### config.mk
export PLATFORM = sky130hd
export DESIGN_NAME = rv_muldiv_unit
export DESIGN_NICKNAME = d
export VERILOG_FILES = /design/src/rtl/rv_muldiv_pkg.sv /design/src/rtl/rv_muldiv_iter.sv /design/src/rtl/rv_muldiv_unit.sv
export SDC_FILE = /design/constraint.sdc
export NUM_CORES = 1
export LEC_CHECK = 0
export CORE_ASPECT_RATIO = 2
export CORE_UTILIZATION = 28
export DETAILED_ROUTE_END_ITERATION = 16
export GPL_ROUTABILITY_DRIVEN = 0
export PLACE_DENSITY_LB_ADDON = 0.2
export SLEW_MARGIN = 20
export SYNTH_ARGS = -nofsm -noshare
export SYNTH_HDL_FRONTEND = slang
export SYNTH_HIERARCHICAL = 1
export SYNTH_SLANG_ARGS = --single-unit
### constraint.sdc
create_clock -name clk -period 4 [get_ports clk]
set_input_delay 0.8 -clock clk [delete_from_list [all_inputs] [get_ports clk]]
set_output_delay 0.8 -clock clk [all_outputs]
set_load 0.1 [all_outputs]
### src/rtl/rv_muldiv_pkg.sv
// rv_muldiv_pkg: shared constants for the RV32M multiply/divide unit
package rv_muldiv_pkg;

    localparam int XLEN = 32;

    localparam logic [2:0] MDU_MUL    = 3'd0;
    localparam logic [2:0] MDU_MULH   = 3'd1;
    localparam logic [2:0] MDU_MULHSU = 3'd2;
    localparam logic [2:0] MDU_MULHU  = 3'd3;
    localparam logic [2:0] MDU_DIV    = 3'd4;
    localparam logic [2:0] MDU_DIVU   = 3'd5;
    localparam logic [2:0] MDU_REM    = 3'd6;
    localparam logic [2:0] MDU_REMU   = 3'd7;

    localparam logic [1:0] MDU_IDLE = 2'd0;
    localparam logic [1:0] MDU_CALC = 2'd1;
    localparam logic [1:0] MDU_FIX  = 2'd2;
    localparam logic [1:0] MDU_DONE = 2'd3;

endpackage

### src/rtl/rv_muldiv_iter.sv
// rv_muldiv_iter: one shift-add (multiply) or restoring shift-subtract (divide) step
module rv_muldiv_iter
    import rv_muldiv_pkg::*;
(
    input  logic                  is_div,
    input  logic [2*XLEN-1:0]     acc,
    input  logic [XLEN-1:0]       m,
    output logic [2*XLEN-1:0]     acc_nxt
);

    logic [XLEN:0] sum, rem_sh, diff;

    // multiply: acc = {partial product, remaining multiplier bits}; divide: acc = {remainder, quotient/dividend}
    always_comb begin
        sum     = {1'b0, acc[2*XLEN-1:XLEN]} + (acc[0] ? {1'b0, m} : '0);
        rem_sh  = {acc[2*XLEN-1:XLEN], acc[XLEN-1]};
        diff    = rem_sh - {1'b0, m};
        acc_nxt = is_div ? (diff[XLEN] ? {rem_sh[XLEN-1:0], acc[XLEN-2:0], 1'b0}
                                       : {diff[XLEN-1:0], acc[XLEN-2:0], 1'b1})
                         : {sum, acc[XLEN-1:1]};
    end

endmodule

### src/rtl/rv_muldiv_unit.sv
// rv_muldiv_unit: iterative RV32M multiply/divide unit (32 iterations + sign fix)
module rv_muldiv_unit #(
    parameter int XLEN = rv_muldiv_pkg::XLEN
) (
    input  logic            clk,
    input  logic            rst_n,
    input  logic            start,
    input  logic [2:0]      funct3,
    input  logic [XLEN-1:0] op_a,
    input  logic [XLEN-1:0] op_b,
    output logic            busy,
    output logic            done,
    output logic [XLEN-1:0] result
);

    import rv_muldiv_pkg::*;

    if (XLEN != 32) begin : g_xlen_chk
        $error("rv_muldiv_unit supports only XLEN == 32");
    end

    logic [1:0]      state;
    logic [2:0]      f3;
    logic [4:0]      cnt;
    logic [63:0]     acc, acc_nxt, prod;
    logic [31:0]     m, a_mag, b_mag, q_fix, r_fix, res_sel, spec_res;
    logic            sa, sb, a_sgn, b_sgn, div0, ovf;

    rv_muldiv_iter u_iter (
        .is_div  (f3[2]),
        .acc     (acc),
        .m       (m),
        .acc_nxt (acc_nxt)
    );

    assign busy = state != MDU_IDLE;
    assign done = state == MDU_DONE;

    // operand magnitudes, special-case detection and final sign correction/selection
    always_comb begin
        a_sgn    = op_a[31] && (funct3 == MDU_MULH || funct3 == MDU_MULHSU || funct3 == MDU_DIV || funct3 == MDU_REM);
        b_sgn    = op_b[31] && (funct3 == MDU_MULH || funct3 == MDU_DIV || funct3 == MDU_REM);
        a_mag    = a_sgn ? -op_a : op_a;
        b_mag    = b_sgn ? -op_b : op_b;
        div0     = funct3[2] && op_b == '0;
        ovf      = (funct3 == MDU_DIV || funct3 == MDU_REM) && op_a == 32'h8000_0000 && op_b == '1;
        spec_res = div0 ? (funct3[1] ? op_a : '1) : (funct3[1] ? '0 : 32'h8000_0000);
        prod     = (sa ^ sb) ? -acc : acc;
        q_fix    = (sa ^ sb) ? -acc[31:0] : acc[31:0];
        r_fix    = sa ? -acc[63:32] : acc[63:32];
        res_sel  = f3 == MDU_MUL ? prod[31:0] : !f3[2] ? prod[63:32] : f3[1] ? r_fix : q_fix;
    end

    // control FSM, iteration counter, datapath registers and result register
    always_ff @(posedge clk or negedge rst_n) begin
        if (!rst_n) begin
            state  <= MDU_IDLE;
            f3     <= '0;
            cnt    <= '0;
            acc    <= '0;
            m      <= '0;
            sa     <= 1'b0;
            sb     <= 1'b0;
            result <= '0;
        end else begin
            case (state)
                MDU_IDLE: if (start) begin
                    f3  <= funct3;
                    sa  <= a_sgn;
                    sb  <= b_sgn;
                    cnt <= 5'd31;
                    m   <= funct3[2] ? b_mag : a_mag;
                    acc <= {32'b0, funct3[2] ? a_mag : b_mag};
                    if (div0 || ovf) begin
                        result <= spec_res;
                        state  <= MDU_DONE;
                    end else begin
                        state  <= MDU_CALC;
                    end
                end
                MDU_CALC: begin
                    acc <= acc_nxt;
                    cnt <= cnt - 5'd1;
                    if (cnt == '0) state <= MDU_FIX;
                end
                MDU_FIX: begin
                    result <= res_sel;
                    state  <= MDU_DONE;
                end
                default: state <= MDU_IDLE;
            endcase
        end
    end

endmodule

==> qor.txt <==
Max Slew Vio Count -> 0
H-tree levels -> 4
Fmax -> 261 MHz
Unique masters post-synth -> 83
Worst vdd rail ir drop -> 444 µV
Async SR Flop Fraction -> 100%
Largest net degree at the start of global routing -> 104
Later-pin clock latency in the skew report -> 0.52 ns
FF+latch count, synth -> 140
Area Growth Syn to Fin -> 24.2%
Grt total ovfl -> 0
TritonRoute pass-1 iters -> 6
Via Count -> 16.9k
Synth Area per Inst -> 7.47 µm²
Yosys synthesis warning count -> 6
Critical path arrival -> 4.22 ns
First-pass GRT wire length -> 109000 µm
Power per cell area -> 976 mW/mm²
# Max-Cap Violations -> 0
DRT iter0 DRCs -> 1270
Syn Inst Count -> 2045
CTS tree -> yes
Design Power -> 0.0185 W
CTS sink cnt -> 140
Global routing's busiest layer -> met2
Worst slew pin tran -> 1.06 ns
Die ar. -> 0.0556 mm²
Unrepaired setup endpoints after global routing -> no
Num ports -> 104
Number of remaining DRC errors -> 0
Min Tclk post-route -> 3.84 ns
Crit path from -> acc[0]
Required time worst endpoint -> 4.39 ns
Critical Path Source Type -> flop
Vias/cell -> 5.79
Leakage -> 8.04 nW
Met1 usage -> 24.9%
Core area -> 0.0538 mm²
Vias in the first global route -> 17.0k
Status -> finished, final reports clean
Die width -> 167 µm
Clock tree buffer depth -> 3
CTS buffer count -> 25
Die Y -> 332 µm
Initial antenna violation count -> 1
Setup TNS -> 0 ns
Hold Fails Final Rpt -> 0
Worst setup EP type -> flop
CP max FO -> 6
Final setup viols -> 0
Post-synth EDFFs -> 0
Min-Delay Path Class -> input port to async pin
Relative slew slack -> 29.6%
Syn nets -> 2192
DRT antenna net count -> 0
WS Path Type -> flop to flop
GRT Util Overall -> 27.0%
Sequential fraction of the synthesis area -> 22.9%
Routed WL -> 75000 µm
Reg clk slew, reported paths -> 0.06 ns
IO buf count -> 103
Row cnt -> 120
Initial cell density of the core -> 28.4%
Most frequent cells in the layout -> a21oi_1, buf_4, nor2_1
Final Cycle Share -> 95.9%
Met2 Track Usage GR -> 49.6%
Net count, final -> 2391
WHS -> 0.273 ns
Primary FF master, synth -> dfrtp_1
Most common cell after layout, fill and taps aside -> a21oi_1
Detail Placement HPWL -> 60100 µm
Clock root cell -> clkbuf_16
Synthesized cell area -> 0.0153 mm²
WL per Instance -> 25.7 µm
Clk_skew -> 0.0237 ns
Met3 Use GR -> 3.86%
Fraction of layout cells with a size suffix above 1 -> 13.6%
CTS Hold Buffers Added -> 0
Worst r2r src -> acc[0]
## worst paths after layout
| path | slack, ns | endpoint | cells past startpoint |
|---|---|---|---|
| min in group clk | 0.48 | result[1] | 2 |
| hold / removal | 0.27 | result[3] | 1 |
| setup / recovery | 0.16 | acc[61] | 15 |
| max in group asynchronous | 2.85 | m[17] | 2 |
| setup reg to reg | 0.16 | acc[61] | 15 |
| hold reg to reg | 0.48 | result[1] | 2 |
## registers in the layout (all words and copies together) (netlist names)
| signal | cells |
|---|---|
| acc | 64 |
| m | 32 |
| result | 32 |
| cnt | 5 |
| f3 | 3 |
| state | 2 |
| sa | 1 |
| sb | 1 |
## metrics by stage
stage / area, µm² / setup WS, ns / util [%] / cells
floorplan: 15300 / 0.332 / - / 2045
global placement: 18300 / -0.117 / 34.0 / 2888
detailed placement: 18300 / -0.136 / 34.0 / 2888
CTS: 19000 / 0.105 / 35.3 / 2919
global route: 19000 / 0.0174 / 35.3 / 2919
finish: 19000 / 0.164 / 35.3 / 2921
## cell type report
type                       count  area, µm²
fill                        5726      34800
multi-input combinational   1702      11100
sequential                   140       3510
timing repair buffer         304       2610
tap                          671        840
clock buffer                  27        653
inverter                      71        267
clock inverter                 4       20.0
antenna                        2       5.00
## cell usage after synthesis (all sizes together), types with 25 or more instances
library cell  number  area share, %
a21oi            200            6.6
nand2            191            4.7
clkbuf           117            2.9
nor4              30            1.4
a31oi             34            1.4
o21ai            171            5.6
mux2i             39            2.6
a21o              26            1.3
and2              39            1.6
nand3             49            1.6
o211ai            26            1.3
xor2              82            4.7
o221ai            25            1.4
nor3              49            1.6
ha                75            6.1
mux2              35            2.6
nand4             28            1.1
a22o              30            1.7
xnor2            113            6.5
nor2             199            5.0
dfrtp            140             23
inv               70            1.7
## power breakdown
| group | total [W] | internal (W) | switching (W) |
|---|---|---|---|
| clock network | 0.00186 | 0.00114 | 0.000712 |
| logic | 0.0138 | 0.00506 | 0.00873 |
| registers | 0.00289 | 0.00202 | 0.000864 |
## critical path: stages, from the launching register on
cell	delay, ns
dfrtp_2	0.48
buf_4	0.17
and2_1	0.13
ha_1	0.19
a21o_1	0.17
or4_1	0.43
a311oi_2	0.25
nor4_1	0.10
buf_4	0.17
a41oi_4	0.26
a211oi_1	0.16
or4_1	0.51
a21oi_2	0.22
xor2_1	0.18
mux2i_1	0.09
a22o_1	0.20
## layer usage
layer / routed length (µm) / part of all wire (%)
met1: 24300 / 32
met2: 38700 / 52
met3: 3320 / 4.4
met4: 8640 / 12
met5: 0 / 0
## repair_timing
action | in CTS | in global routing
gates resized for setup | 0 | 3
endpoints found under the hold margin | 0 | 0
buffers inserted | 0 | 0
endpoints found under the setup margin | 0 | 10
## kinds of logic after synthesis
| logic type | count (synthesis) | synth area share (%) |
|---|---|---|
| DFF | 140 | 22.9 |
| muxes | 74 | 5.13 |
| and+or+nand+nor | 699 | 22.1 |
| xor gates and xnor gates | 195 | 11.2 |
| AOI/OAI and AO/OA | 657 | 27.2 |
| buffers and inverters | 203 | 5.08 |
| adders and majority gates | 77 | 6.40 |
Note: power is estimated with default switching activity, not from simulation.
